### src/rtl/vga_pkg.sv
// Shared types, colours and defaults for the VGA box renderer and its motion axes.
package vga_pkg;

   localparam int unsigned DEFAULT_VIS_W = 640;
   localparam int unsigned DEFAULT_VIS_H = 480;

   typedef logic [11:0] rgb12_t;

   localparam rgb12_t COL_BLACK = 12'h000;
   localparam rgb12_t COL_WHITE = 12'hFFF;
   localparam rgb12_t COL_GREY  = 12'h222;

   typedef enum logic {
      FWD = 1'b0,
      REV = 1'b1
   } dir_e;

   // 11-bit zero-extended window test so lo+size can never wrap.
   function automatic logic in_span(input logic [9:0] v, input logic [9:0] lo,
                                    input logic [10:0] size);
      return ({1'b0, v} >= {1'b0, lo}) && ({1'b0, v} < ({1'b0, lo} + size));
   endfunction

endpackage

### src/rtl/vga_box_if.sv
// Pixel-stream bundle between the timing generator side and the renderer.
interface vga_box_if;
   logic [9:0] row_i;
   logic [9:0] col_i;
   logic       sync_h_i;
   logic       sync_v_i;
   logic       blank_n_i;
   logic       pause;
   logic [3:0] vga_r;
   logic [3:0] vga_g;
   logic [3:0] vga_b;
   logic       vga_hs;
   logic       vga_vs;
   logic       vga_blank_n;
   logic       frame_tick;

   modport master (
      output row_i, col_i, sync_h_i, sync_v_i, blank_n_i, pause,
      input  vga_r, vga_g, vga_b, vga_hs, vga_vs, vga_blank_n, frame_tick
   );

   modport slave (
      input  row_i, col_i, sync_h_i, sync_v_i, blank_n_i, pause,
      output vga_r, vga_g, vga_b, vga_hs, vga_vs, vga_blank_n, frame_tick
   );
endinterface

### src/rtl/vga_box_motion.sv
// One bouncing axis: advances pos by STEP per tick and reflects off 0 and LIMIT-SIZE.
module vga_box_motion
   import vga_pkg::*;
#(
   parameter int unsigned LIMIT = 640,
   parameter int unsigned SIZE  = 32,
   parameter int unsigned STEP  = 2
) (
   input  logic       clk,
   input  logic       reset_n,
   input  logic       tick,
   input  logic       pause,
   output logic [9:0] pos
);

   dir_e dir;

   // Direction FSM and position; the far edge clamps so the box never leaves the screen.
   always_ff @(posedge clk or negedge reset_n) begin
      if (!reset_n) begin
         pos <= 10'd0;
         dir <= FWD;
      end else if (tick && !pause) begin
         case (dir)
            FWD: begin
               if (({1'b0, pos} + 11'(STEP + SIZE)) >= 11'(LIMIT)) begin
                  pos <= 10'(LIMIT - SIZE);
                  dir <= REV;
               end else begin
                  pos <= pos + 10'(STEP);
               end
            end
            REV: begin
               if (pos <= 10'(STEP)) begin
                  pos <= 10'd0;
                  dir <= FWD;
               end else begin
                  pos <= pos - 10'(STEP);
               end
            end
            default: begin
               pos <= 10'd0;
               dir <= FWD;
            end
         endcase
      end
   end

endmodule

### src/rtl/vga_box_renderer.sv
// Two-stage renderer: border, checkerboard and a bouncing box, with sync/blank delayed to match.
module vga_box_renderer
   import vga_pkg::*;
#(
   parameter int unsigned VIS_W     = DEFAULT_VIS_W,
   parameter int unsigned VIS_H     = DEFAULT_VIS_H,
   parameter int unsigned BOX_SIZE  = 32,
   parameter int unsigned STEP      = 2,
   parameter rgb12_t      BOX_COLOR = 12'hF00,
   parameter int unsigned CHECK_BIT = 5
) (
   input logic      clk,
   input logic      reset_n,
   vga_box_if.slave bus
);

   logic [9:0] s1_row;
   logic [9:0] s1_col;
   logic       s1_hs;
   logic       s1_vs;
   logic       s1_blank_n;
   logic       s1_tick;
   logic [9:0] box_x;
   logic [9:0] box_y;
   rgb12_t     mix;
   rgb12_t     s2_rgb;
   logic       s2_hs;
   logic       s2_vs;
   logic       s2_blank_n;
   logic       s2_tick;

   // Stage 1: capture generator counters and flag the first vertical-blank pixel.
   always_ff @(posedge clk or negedge reset_n) begin
      if (!reset_n) begin
         s1_row     <= 10'd0;
         s1_col     <= 10'd0;
         s1_hs      <= 1'b1;
         s1_vs      <= 1'b1;
         s1_blank_n <= 1'b0;
         s1_tick    <= 1'b0;
      end else begin
         s1_row     <= bus.row_i;
         s1_col     <= bus.col_i;
         s1_hs      <= bus.sync_h_i;
         s1_vs      <= bus.sync_v_i;
         s1_blank_n <= bus.blank_n_i;
         s1_tick    <= (bus.row_i == 10'(VIS_H)) && (bus.col_i == 10'd0);
      end
   end

   vga_box_motion #(.LIMIT(VIS_W), .SIZE(BOX_SIZE), .STEP(STEP)) u_motion_x (
      .clk     (clk),
      .reset_n (reset_n),
      .tick    (s1_tick),
      .pause   (bus.pause),
      .pos     (box_x)
   );

   vga_box_motion #(.LIMIT(VIS_H), .SIZE(BOX_SIZE), .STEP(STEP)) u_motion_y (
      .clk     (clk),
      .reset_n (reset_n),
      .tick    (s1_tick),
      .pause   (bus.pause),
      .pos     (box_y)
   );

   // Colour priority: blanking, box, border, checkerboard.
   always_comb begin
      mix = COL_BLACK;
      if (!s1_blank_n) begin
         mix = COL_BLACK;
      end else if (in_span(s1_col, box_x, 11'(BOX_SIZE)) &&
                   in_span(s1_row, box_y, 11'(BOX_SIZE))) begin
         mix = BOX_COLOR;
      end else if ((s1_col == 10'd0) || (s1_col == 10'(VIS_W - 1)) ||
                   (s1_row == 10'd0) || (s1_row == 10'(VIS_H - 1))) begin
         mix = COL_WHITE;
      end else if (s1_col[CHECK_BIT] ^ s1_row[CHECK_BIT]) begin
         mix = COL_GREY;
      end else begin
         mix = COL_BLACK;
      end
   end

   // Stage 2: registered colour plus sync/blank/tick delayed to the same latency.
   always_ff @(posedge clk or negedge reset_n) begin
      if (!reset_n) begin
         s2_rgb     <= COL_BLACK;
         s2_hs      <= 1'b1;
         s2_vs      <= 1'b1;
         s2_blank_n <= 1'b0;
         s2_tick    <= 1'b0;
      end else begin
         s2_rgb     <= mix;
         s2_hs      <= s1_hs;
         s2_vs      <= s1_vs;
         s2_blank_n <= s1_blank_n;
         s2_tick    <= s1_tick;
      end
   end

   assign bus.vga_r       = s2_rgb[11:8];
   assign bus.vga_g       = s2_rgb[7:4];
   assign bus.vga_b       = s2_rgb[3:0];
   assign bus.vga_hs      = s2_hs;
   assign bus.vga_vs      = s2_vs;
   assign bus.vga_blank_n = s2_blank_n;
   assign bus.frame_tick  = s2_tick;

endmodule
### src/flat_wrapper.sv
// flat-port wrapper written by rule: the top's interface ports become plain ports
module vga_box_renderer_flat import vga_pkg::*;
#(
   parameter int unsigned VIS_W     = DEFAULT_VIS_W,
   parameter int unsigned VIS_H     = DEFAULT_VIS_H,
   parameter int unsigned BOX_SIZE  = 32,
   parameter int unsigned STEP      = 2,
   parameter rgb12_t      BOX_COLOR = 12'hF00,
   parameter int unsigned CHECK_BIT = 5
)
  (clk, reset_n, bus_row_i, bus_col_i, bus_sync_h_i, bus_sync_v_i, bus_blank_n_i, bus_pause, bus_vga_r, bus_vga_g, bus_vga_b, bus_vga_hs, bus_vga_vs, bus_vga_blank_n, bus_frame_tick);
  vga_box_if bus_i ();
  input logic clk;
  input logic reset_n;
  input wire logic [$bits(bus_i.row_i)-1:0] bus_row_i;
  input wire logic [$bits(bus_i.col_i)-1:0] bus_col_i;
  input wire logic [$bits(bus_i.sync_h_i)-1:0] bus_sync_h_i;
  input wire logic [$bits(bus_i.sync_v_i)-1:0] bus_sync_v_i;
  input wire logic [$bits(bus_i.blank_n_i)-1:0] bus_blank_n_i;
  input wire logic [$bits(bus_i.pause)-1:0] bus_pause;
  output wire logic [$bits(bus_i.vga_r)-1:0] bus_vga_r;
  output wire logic [$bits(bus_i.vga_g)-1:0] bus_vga_g;
  output wire logic [$bits(bus_i.vga_b)-1:0] bus_vga_b;
  output wire logic [$bits(bus_i.vga_hs)-1:0] bus_vga_hs;
  output wire logic [$bits(bus_i.vga_vs)-1:0] bus_vga_vs;
  output wire logic [$bits(bus_i.vga_blank_n)-1:0] bus_vga_blank_n;
  output wire logic [$bits(bus_i.frame_tick)-1:0] bus_frame_tick;
  assign bus_i.row_i = bus_row_i;
  assign bus_i.col_i = bus_col_i;
  assign bus_i.sync_h_i = bus_sync_h_i;
  assign bus_i.sync_v_i = bus_sync_v_i;
  assign bus_i.blank_n_i = bus_blank_n_i;
  assign bus_i.pause = bus_pause;
  assign bus_vga_r = bus_i.vga_r;
  assign bus_vga_g = bus_i.vga_g;
  assign bus_vga_b = bus_i.vga_b;
  assign bus_vga_hs = bus_i.vga_hs;
  assign bus_vga_vs = bus_i.vga_vs;
  assign bus_vga_blank_n = bus_i.vga_blank_n;
  assign bus_frame_tick = bus_i.frame_tick;
  vga_box_renderer #(.VIS_W(VIS_W), .VIS_H(VIS_H), .BOX_SIZE(BOX_SIZE), .STEP(STEP), .BOX_COLOR(BOX_COLOR), .CHECK_BIT(CHECK_BIT)) u_core (.clk(clk), .reset_n(reset_n), .bus(bus_i));
endmodule
### config.mk
export PLATFORM = sky130hd
export DESIGN_NAME = vga_box_renderer_flat
export DESIGN_NICKNAME = d
export VERILOG_FILES = /design/src/rtl/vga_pkg.sv /design/src/rtl/vga_box_if.sv /design/src/rtl/vga_box_motion.sv /design/src/rtl/vga_box_renderer.sv /design/src/flat_wrapper.sv
export SDC_FILE = /design/constraint.sdc
export NUM_CORES = 1
export LEC_CHECK = 0
export CORE_ASPECT_RATIO = 2
export CORE_MARGIN = 8
export CORE_UTILIZATION = 50
export DETAILED_ROUTE_END_ITERATION = 6
export PLACE_DENSITY = 0.72
export RECOVER_POWER = 100
export REMOVE_ABC_BUFFERS = 1
export SKIP_CTS_REPAIR_TIMING = 1
export SLEW_MARGIN = 30
export SYNTH_ARGS = -nofsm -noshare
export SYNTH_HDL_FRONTEND = slang
export SYNTH_SLANG_ARGS = --single-unit
### constraint.sdc
create_clock -name clk -period 4.2 [get_ports clk]
set_input_delay 0.84 -clock clk [delete_from_list [all_inputs] [get_ports clk]]
set_output_delay 0.84 -clock clk [all_outputs]
set_load 0.05 [all_outputs]
; ---- After elaboration in Yosys (flattened, before gate mapping)
; Cells that the tools add are included.
[totals]
ff_bits = 62
in_bits = 26
output_inout_bits = 16
word_cells = 65
[op_classes]
addsub = 8
order_cmp = 8
eq_ne = 3
mux = 16
n_bitwise = 3
reduce_logical = 12
[op_table]
columns = operator, n
row1 = 10-bit 2-to-1 mux, 5
row2 = "10-bit by 6-bit adder with 11-bit output, second input constant", 4
row3 = 10-bit one-hot mux with 2 select lines, 2
row4 = 12-bit 2-to-1 mux, 3
row5 = 10-bit logical NOT, 3
row6 = 10-bit by 11-bit less-than comparator with 1-bit output, 2
row7 = "10-bit by 2-bit adder with 10-bit output, second input constant", 2
row8 = "10-bit by 9-bit == test with 1-bit output, second input constant", 2
row9 = 10-bit greater-or-equal comparator, 2
row10 = "10-bit by 2-bit <= comparator with 1-bit output, second input constant", 2
row11 = "10-bit by 2-bit subtractor with 10-bit output, second input constant", 2
row12 = "11-bit by 10-bit greater-or-equal comparator with 1-bit output, second input constant", 1
row13 = "11-bit by 9-bit greater-or-equal comparator with 1-bit output, second input constant", 1
row14 = "10-bit == test, second input constant", 1
row15 = 1-bit logical AND, 5
row16 = 1-bit 2-to-1 mux, 4
row17 = 1-bit one-hot mux with 2 select lines, 2
row18 = 1-bit logical OR, 3
row19 = 1-bit NOT, 2
row20 = 1-bit logical NOT, 1
row21 = 1-bit XOR, 1

; ---- Longest topological paths before layout
; Gate-level depths: netlist of the first run.
[logic_depth]
word_depth = 7
depth_mapped = 11
depth_no_buf = 10

; ---- Hierarchy
; From an unflattened synthesis of the first run, not the netlist that was laid out.
[hier_totals]
cells_unflattened = 415
hier_area_um2 = 3818.7
[by_module_without_submodules]
columns = mod, instances, cells_each, area_each_um2, seq_area_each_um2
row1 = vga_box_renderer, 1, 189, 1958.1, 805.8
row2 = vga_box_motion (u_core.u_motion_x), 1, 116, 999.7, 250.2
row3 = vga_box_motion (u_core.u_motion_y), 1, 110, 860.8, 250.2

; ---- Worst setup path after synthesis of the first run
; OpenSTA, ideal clock, no wires.
[synth_path]
kind = flip-flop to flip-flop
startpoint = reg u_core.u_motion_y.pos[5]
endpoint = reg u_core.s2_rgb[5]
setup_ps = 120
arrival_ps = 2191
t_required_ps = 4080
path_slack_ps = 1889
stages_incl_launch_ff = 11
n_path_buf = 1
path_cell_list = dfrtp_1 > clkbuf_1 > inv_1 > ha_1 > inv_1 > ha_1 > a211o_1 > o31ai_1 > o32a_1 > nand3_1 > and3_1
[synth_via]
elab_chain_len = 6
[synth_lines]
columns = item, line_no
row1 = "start, declared", vga_box_motion.sv:13  ; output logic [9:0] pos
row2 = "start signal, assigned", vga_box_motion.sv:27  ; pos <= 10'(LIMIT - SIZE);
row3 = "start signal, assigned", vga_box_motion.sv:30  ; pos <= pos + 10'(STEP);
row4 = "start signal, assigned", vga_box_motion.sv:38  ; pos <= pos - 10'(STEP);
row5 = 10-bit by 6-bit adder with 11-bit output, vga_pkg.sv:21  ; return ({1'b0, v} >= {1'b0, lo}) && ({1'b0, v} < ({1'b0, lo} + size));
row6 = 10-bit by 11-bit less-than comparator with 1-bit output, vga_pkg.sv:21
row7 = 1-bit logical AND *, vga_pkg.sv:21
row8 = 1-bit logical AND *, vga_box_renderer.sv:72  ; end else if (in_span(s1_col, box_x, 11'(BOX_SIZE)) &&
row9 = 12-bit 2-to-1 mux *, vga_box_renderer.sv:72
row10 = 12-bit 2-to-1 mux *, vga_box_renderer.sv:70  ; if (!s1_blank_n) begin
row11 = "end signal, assigned", vga_box_renderer.sv:94  ; s2_rgb <= mix;
row12 = "end, declared", vga_box_renderer.sv:26  ; rgb12_t s2_rgb;
; Every way passes the cells marked *; elsewhere a longest branch is shown, timed or not.
; A chain may end at the register's enable or synchronous reset.

; ---- Worst setup path in the final report of the first run
[layout_path]
startpoint = reg u_core.u_motion_y.pos[6]
endpoint = reg u_core.u_motion_y.pos[5]
[layout_via]
elab_chain_len = 4
[layout_lines]
columns = item, line_no
row1 = 10-bit by 6-bit adder with 11-bit output, vga_box_motion.sv:26  ; if (({1'b0, pos} + 11'(STEP + SIZE)) >= 11'(LIMIT)) begin
row2 = 11-bit by 9-bit greater-or-equal comparator with 1-bit output, vga_box_motion.sv:26
row3 = 10-bit 2-to-1 mux, vga_box_motion.sv:26
row4 = 10-bit one-hot mux with 2 select lines *, vga_box_motion.sv:24  ; case (dir)
; Marks and branches as above.

==> results of run 1 <==
worst min-delay path by stage:
stage	end	cells past startpoint
final	u_core.bus.vga_vs$_DFF_PN1_	0
after global routing	u_core.bus.vga_vs$_DFF_PN1_	0
after CTS	u_core.bus.vga_hs$_DFF_PN1_	0
after detailed placement	u_core.bus.vga_vs$_DFF_PN1_	0
after global placement	u_core.bus.vga_vs$_DFF_PN1_	0
after floorplan	u_core.bus.vga_hs$_DFF_PN1_	0
placed cells by master, fill, tap and decap left out, drive strengths merged, types with 3 or more instances in the layout:
master | Yosys | final
a31oi | 13 | 13
and2 | 6 | 6
inv | 24 | 24
o22ai | 4 | 4
nor2 | 24 | 24
ha | 40 | 40
a211oi | 7 | 7
o21a | 3 | 3
a221oi | 3 | 3
nand3 | 13 | 13
nor3 | 17 | 17
clkbuf | 11 | 8
o211ai | 6 | 6
a22oi | 4 | 4
dlygate4sd3 | 0 | 40
nand2b | 5 | 5
and3 | 5 | 5
nor4 | 7 | 7
dfrtp | 48 | 48
o21ai | 17 | 17
xnor2 | 9 | 9
a21oi | 32 | 32
nand2 | 19 | 19
o31ai | 8 | 8
nand4 | 8 | 8
a211o | 5 | 5
dfstp | 4 | 4
cell families (layout without fill, tap and decap cells):
group | after synthesis | after routing | synth area share
and+or+nand+nor | 116 | 116 | 0.1707
AOI/OAI and AO/OA | 123 | 123 | 0.2360
xor gates and xnor gates | 9 | 9 | 0.02190
DFF | 52 | 52 | 0.3629
adders and majority gates | 40 | 40 | 0.1390
muxes | 1 | 1 | 0.002781
buffers and inverters | 50 | 76 | 0.06674
state kept, by name (all words and copies together) (netlist names):
| name | flops |
|---|---|
| u_core.bus.frame_tick | 1 |
| u_core.bus.vga_blank_n | 1 |
| u_core.bus.vga_hs | 1 |
| u_core.bus.vga_vs | 1 |
| u_core.s1_blank_n | 1 |
| u_core.s1_col | 10 |
| u_core.s1_hs | 1 |
| u_core.s1_row | 10 |
| u_core.s1_tick | 1 |
| u_core.s1_vs | 1 |
| u_core.s2_rgb | 4 |
| u_core.u_motion_x.dir | 1 |
| u_core.u_motion_x.pos | 9 |
| u_core.u_motion_y.dir | 1 |
| u_core.u_motion_y.pos | 9 |
power groups by stage:
stage          clock network (mW)  logic [mW]  registers [mW]
2_1_floorplan                   0      0.0316           0.553
3_3_place_gp                    0      0.0997           0.538
5_1_grt                     0.486       0.107           0.531
6_report                    0.458      0.0960           0.529
3_5_place_dp                    0       0.104           0.539
4_1_cts                     0.473       0.104           0.529
metrics by stage:
step	std cells	hold slack, ns	instance area (µm²)
final	509	0.3574	4141
after global routing	509	0.3649	4141
after CTS	509	0.3596	4160
after detailed placement	501	0.3503	3993
after global placement	501	0.3471	3993
after floorplan	365	0.3452	3450
per-layer routing:
metal	routed length, µm	vias to the layer above
met5	0	-
met4	193	0
met3	620	18
met2	4112	167
met1	3598	1537
li1	-	1510
area by class of cell:
class                           count  area [µm²]
Sequential cell                    52        1306
Clock buffer                        5       125.1
Clock inverter                      3       42.54
Tap cell                           92       115.1
Inverter                           24       90.09
Multi-Input combinational cell    289        2043
Fill cell                         625        2960
Timing Repair Buffer               44       419.2
worst reg2reg max path, stage by stage (launching register included):
cell and delay (ns):
dfrtp_1 0.48, inv_1 0.23, ha_1 0.22, and4bb_2 0.25
a41oi_1 0.07, o31ai_1 0.95, nor3_1 0.12, a311oi_1 0.31
a31oi_1 0.07
==> impl_metrics.json, run 1 <==
{
  "grt_pass1_vias": 3204,
  "cts_buffers": 5,
  "ys.warnings.count": 0,
  "die_y_um": 136.0,
  "finalCritPeriodShare": 0.6723,
  "grt.busiest_layer": "met2",
  "io_buffer_count": 41,
  "setup.worst_path.end": "u_core.u_motion_y.pos[5]$_DFFE_PN0P_",
  "wl_um": 8524,
  "use_met1": 0.2062,
  "p_leak_nw": 1.765,
  "swShare": 0.2265,
  "status": "finished with violations",
  "overflow": 0,
  "vias": 3232,
  "fin_util": 0.5832,
  "grt_pass1_wl_um": 14750,
  "synthFlopType": "dfrtp_1",
  "area_delta_synth_final_pct": 15.05,
  "path_cells": "inv_1 > ha_1 > and4bb_2 > a41oi_1 > o31ai_1 > nor3_1 > a311oi_1 > a31oi_1",
  "synthDistinctLibCells": 60,
  "crit_path_start_kind": "flop",
  "drtIter0Drc": 345,
  "clk_latency_ns": 0.29,
  "cp_num_cells": 8,
  "hpwl_um": 6662,
  "drive_gt1_frac": 0.04796,
  "hold_viol_final": 0,
  "max_cap_violations": 1,
  "violations": "capacitance limit, slew limit",
  "antenna_cells": 0,
  "power_frac_clock": 0.423,
  "period_needed_ns": 2.824,
  "antenna_found_initial": 0,
  "met3_usage": 0.03576,
  "fmax_mhz": 354.2,
  "dieWidth_um": 76.00,
  "cts.sinks": 52,
  "hp-start": "u_core.s1_vs$_DFF_PN1_",
  "drv_slew": 32,
  "fp.dieArea_um2": 10330,
  "gr-usage-all-layers": 0.1693,
  "rows": 44,
  "power_frac_seq": 0.489,
  "crit_path_start": "u_core.u_motion_y.pos[6]$_DFFE_PN0P_",
  "io_pins": 42,
  "endpoint_kind": "flop",
  "tns_ns": 0,
  "synth_area_leaders": "dfrtp_1, ha_1, a21oi_1",
  "synth_top_area_cell": "dfrtp_1",
  "p_total_mw": 1.084,
  "p_int_mw": 0.8382,
  "nNetsFinal": 482,
  "synth.most_common_cell": "dfrtp_1",
  "critical_path_buf_inv_count": 1,
  "reg2reg_from": "u_core.u_motion_y.pos[6]$_DFFE_PN0P_",
  "setup_viol": 0,
  "dp_slack_ns": 1.498,
  "reg2reg_slack_ns": 1.38,
  "syn_area_um2": 3600,
  "slowest_delay_ns": 0.95,
  "rsz0062_at_grt": "no",
  "vias_per_cell": 6.350,
  "ant_nets": 0,
  "required_ns": 4.35,
  "slew_headroom": -0.1318,
  "path_clk_slew_ns": 0.07,
  "use_met2": 0.2784,
  "peakVddDrop_v": 0.0003005,
  "fin_skew_ns": 0.004470,
  "critPathTopFamily": "compound AO/OA/AOI/OAI gates",
  "switchingPower_mw": 0.2455,
  "crit_type": "flop to flop",
  "setup_ws_ns": 1.376,
  "r2r-end": "u_core.u_motion_y.pos[5]$_DFFE_PN0P_",
  "wl_per_cell_um": 16.75,
  "crit_fanout": 9,
  "ys_ff_latch": 52,
  "start_util": 0.5069,
  "core_area_um2": 7102,
  "async_reset_ff_frac": 1.000,
  "slowest_stage": "o31ai_1",
  "clock_path_buffers": 2,
  "grt_max_degree": 32,
  "cts-root-buf": "clkbuf_16",
  "dr.pass1.iters": 6,
  "worstPathArrival_ns": 2.97,
  "synth_cells": 391,
  "worstMarginPinSlew_ns": 1.698,
  "place.gp.congestion": 0.9675,
  "cts.htree.levels": 2,
  "pwr-share-comb": 0.089,
  "syn-mean-instance-area_um2": 9.206,
  "ys_seq_area_frac": 0.3629,
  "post-route-drc-count": 0,
  "synth_top_area_share": 0.3337,
  "power_density_nw_per_um2": 261.7,
  "hold_class": "flop to flop",
  "cts_tree": "done",
  "synth_commonest_cells": "dfrtp_1, ha_1, a21oi_1",
  "synth-edff-count": 0,
  "reg2reg_depth": 8
}
Power figures use the tool's default switching activity.
==> run 2: changes to the inputs <==
- PLACE_DENSITY: 0.72 -> 0.75
- clock period: 4.2 -> 2.55 ns (I/O delays scaled with it)
==> run 2 against run 1 <==
Compared with the run above:
- the flow now finishes without violations
- cell count is 2.8% higher
- wire length is 8.6% higher
- first-iteration DRC count is 24% lower
- critical path depth stayed put
- count of clock-buffer cells in the layout stayed put
- maximum frequency is 17% higher
- utilization is 1.3 points higher
- power is 60% higher
- clock power is 55% higher
- sequential share of layout area is 0.64 points lower
- global-route usage is 1.7 points higher
- critical endpoint is now u_core.u_motion_x.pos[6]$_DFFE_PN0P_
- largest cell class unchanged
- highest routed layer unchanged
==> impl_metrics.json, run 2 (same netlist as run 1, synthesis figures left out) <==
{
  "required_ns": 2.71,
  "antenna_cells": 0,
  "drv_slew": 0,
  "post-route-drc-count": 0,
  "num-fill-cells": 626,
  "crit_path_start_kind": "flop",
  "hold_class": "flop to flop",
  "vias_per_cell": 6.287,
  "wl_um": 9255,
  "antenna_found_initial": 0,
  "rows": 44,
  "period_needed_ns": 2.412,
  "gr-usage-all-layers": 0.1867,
  "core_area_um2": 7102,
  "status": "completed",
  "placed_cells": 514,
  "hold_slack_ns": 0.3592,
  "fmax_mhz": 414.5,
  "hold_viol_final": 0,
  "dieWidth_um": 76.00,
  "nNetsFinal": 496,
  "critPathTopFamily": "compound AO/OA/AOI/OAI gates",
  "fin_skew_ns": 0.005406,
  "cts_buffers": 5,
  "fp.dieArea_um2": 10330,
  "hpwl_um": 7270,
  "endpoint_kind": "flop",
  "power_density_nw_per_um2": 410.5,
  "vias": 3288,
  "dr.pass1.iters": 4,
  "area_delta_synth_final_pct": 17.66,
  "slowest_stage": "dfrtp_2",
  "crit_fanout": 10,
  "io_buffer_count": 41,
  "worstPathArrival_ns": 2.58,
  "p_total_mw": 1.738,
  "path_cells": "inv_1 > ha_1 > and2_0 > o2111ai_2 > nand2_1 > o22ai_1 > a2111oi_0 > a21oi_1",
  "place.gp.congestion": 0.9364,
  "start_util": 0.5069,
  "place_area_um2": 4103,
  "clock_path_buffers": 2,
  "largestRegisters": "u_core.s1_col: 10 flops, u_core.s1_row: 10 flops",
  "final_common_cell": "dfrtp_1",
  "wl_per_cell_um": 17.70,
  "grt_pass1_vias": 3307,
  "tns_ns": 0,
  "grt_max_degree": 34,
  "slew_headroom": 0.2698,
  "rsz0062_at_grt": "no",
  "max_cap_violations": 0,
  "cts_tree": "done",
  "final_cell_count_no_fill": 523,
  "cts-root-buf": "clkbuf_16",
  "critical_path_buf_inv_count": 1,
  "die_y_um": 136.0,
  "setup_ws_ns": 0.1376,
  "io_pins": 42,
  "setup_viol": 0,
  "path_clk_slew_ns": 0.07,
  "overflow": 0,
  "fin_util": 0.5964,
  "finalCritPeriodShare": 0.9460,
  "dp_slack_ns": 0.1025,
  "worstMarginPinSlew_ns": 1.095,
  "cts.sinks": 52,
  "clk_latency_ns": 0.30,
  "crit_type": "flop to flop",
  "layout_common_cells": "dfrtp_1, ha_1, dlygate4sd3_1",
  "ant_nets": 0,
  "drtIter0Drc": 262,
  "cts.htree.levels": 2,
  "slowest_delay_ns": 0.46,
  "peakVddDrop_v": 0.0005102,
  "grt_pass1_wl_um": 15910,
  "stdcell_area_um2": 4235,
  "p_leak_nw": 1.825,
  "drive_gt1_frac": 0.08585
}
run 2: cell types whose count changed in the layout (fill, tap and decap cells not counted), sizes merged:
cell / change
buf: +13
inv: +3
bufinv: -1
clkbuf: +1
clkdlybuf4s50: +1
clkinv: -1
clkinvlp: -1
dlygate4sd3: -1
run 2: path summary, 6_finish.rpt:
kind / end / slack, ns / start / depth (start not counted)
worst max register to register: u_core.u_motion_x.pos[6]$_DFFE_PN0P_ / 0.14 / u_core.u_motion_x.pos[5]$_DFFE_PN0P_ / 8
worst max-delay path: u_core.u_motion_x.pos[6]$_DFFE_PN0P_ / 0.14 / u_core.u_motion_x.pos[5]$_DFFE_PN0P_ / 8
max in group asynchronous: u_core.u_motion_x.pos[2]$_DFFE_PN0P_ / 0.81 / reset_n / 2
min in group asynchronous: u_core.u_motion_y.pos[2]$_DFFE_PN0P_ / 0.39 / reset_n / 1
worst min register to register: u_core.bus.vga_hs$_DFF_PN1_ / 0.36 / u_core.s1_hs$_DFF_PN1_ / 0
worst min-delay path: u_core.bus.vga_hs$_DFF_PN1_ / 0.36 / u_core.s1_hs$_DFF_PN1_ / 0
run 2: where the power goes:
| part | switching [mW] | internal [mW] | leakage (nW) |
|---|---|---|---|
| clock | 0.330 | 0.378 | 0.0767 |
| combinational | 0.0890 | 0.0687 | 1.13 |
| sequential | 0.0215 | 0.850 | 0.615 |
| total | 0.441 | 1.30 | 1.82 |
run 2: worst reg2reg max path, stage by stage (launching register included):
cell and delay (ns):
dfrtp_2 0.46, inv_1 0.16, ha_1 0.23, and2_0 0.16, o2111ai_2 0.21, nand2_1 0.42, o22ai_1 0.13, a2111oi_0 0.41
a21oi_1 0.10
run 2: per-layer routing:
layer / vias up / share of wire / routed length (µm) / global-route usage
li1: 1542 / - / - / -
met4: 0 / 0.022 / 201 / 0.08571
met5: - / 0 / 0 / 0
met2: 142 / 0.47 / 4372 / 0.2966
met1: 1588 / 0.44 / 4041 / 0.2349
met3: 16 / 0.069 / 639 / 0.04172
run 2: cell type report:
class / instances / area, µm² / area share
inverters: 24 / 90.09 / 0.02127
well taps: 92 / 115.1 / 0.02718
clock buffers: 5 / 125.1 / 0.02954
flip-flops and latches: 52 / 1309 / 0.3090
clock inverters: 3 / 28.78 / 0.006795
multi-input cells: 289 / 2044 / 0.4827
repair buffers: 58 / 523.0 / 0.1235
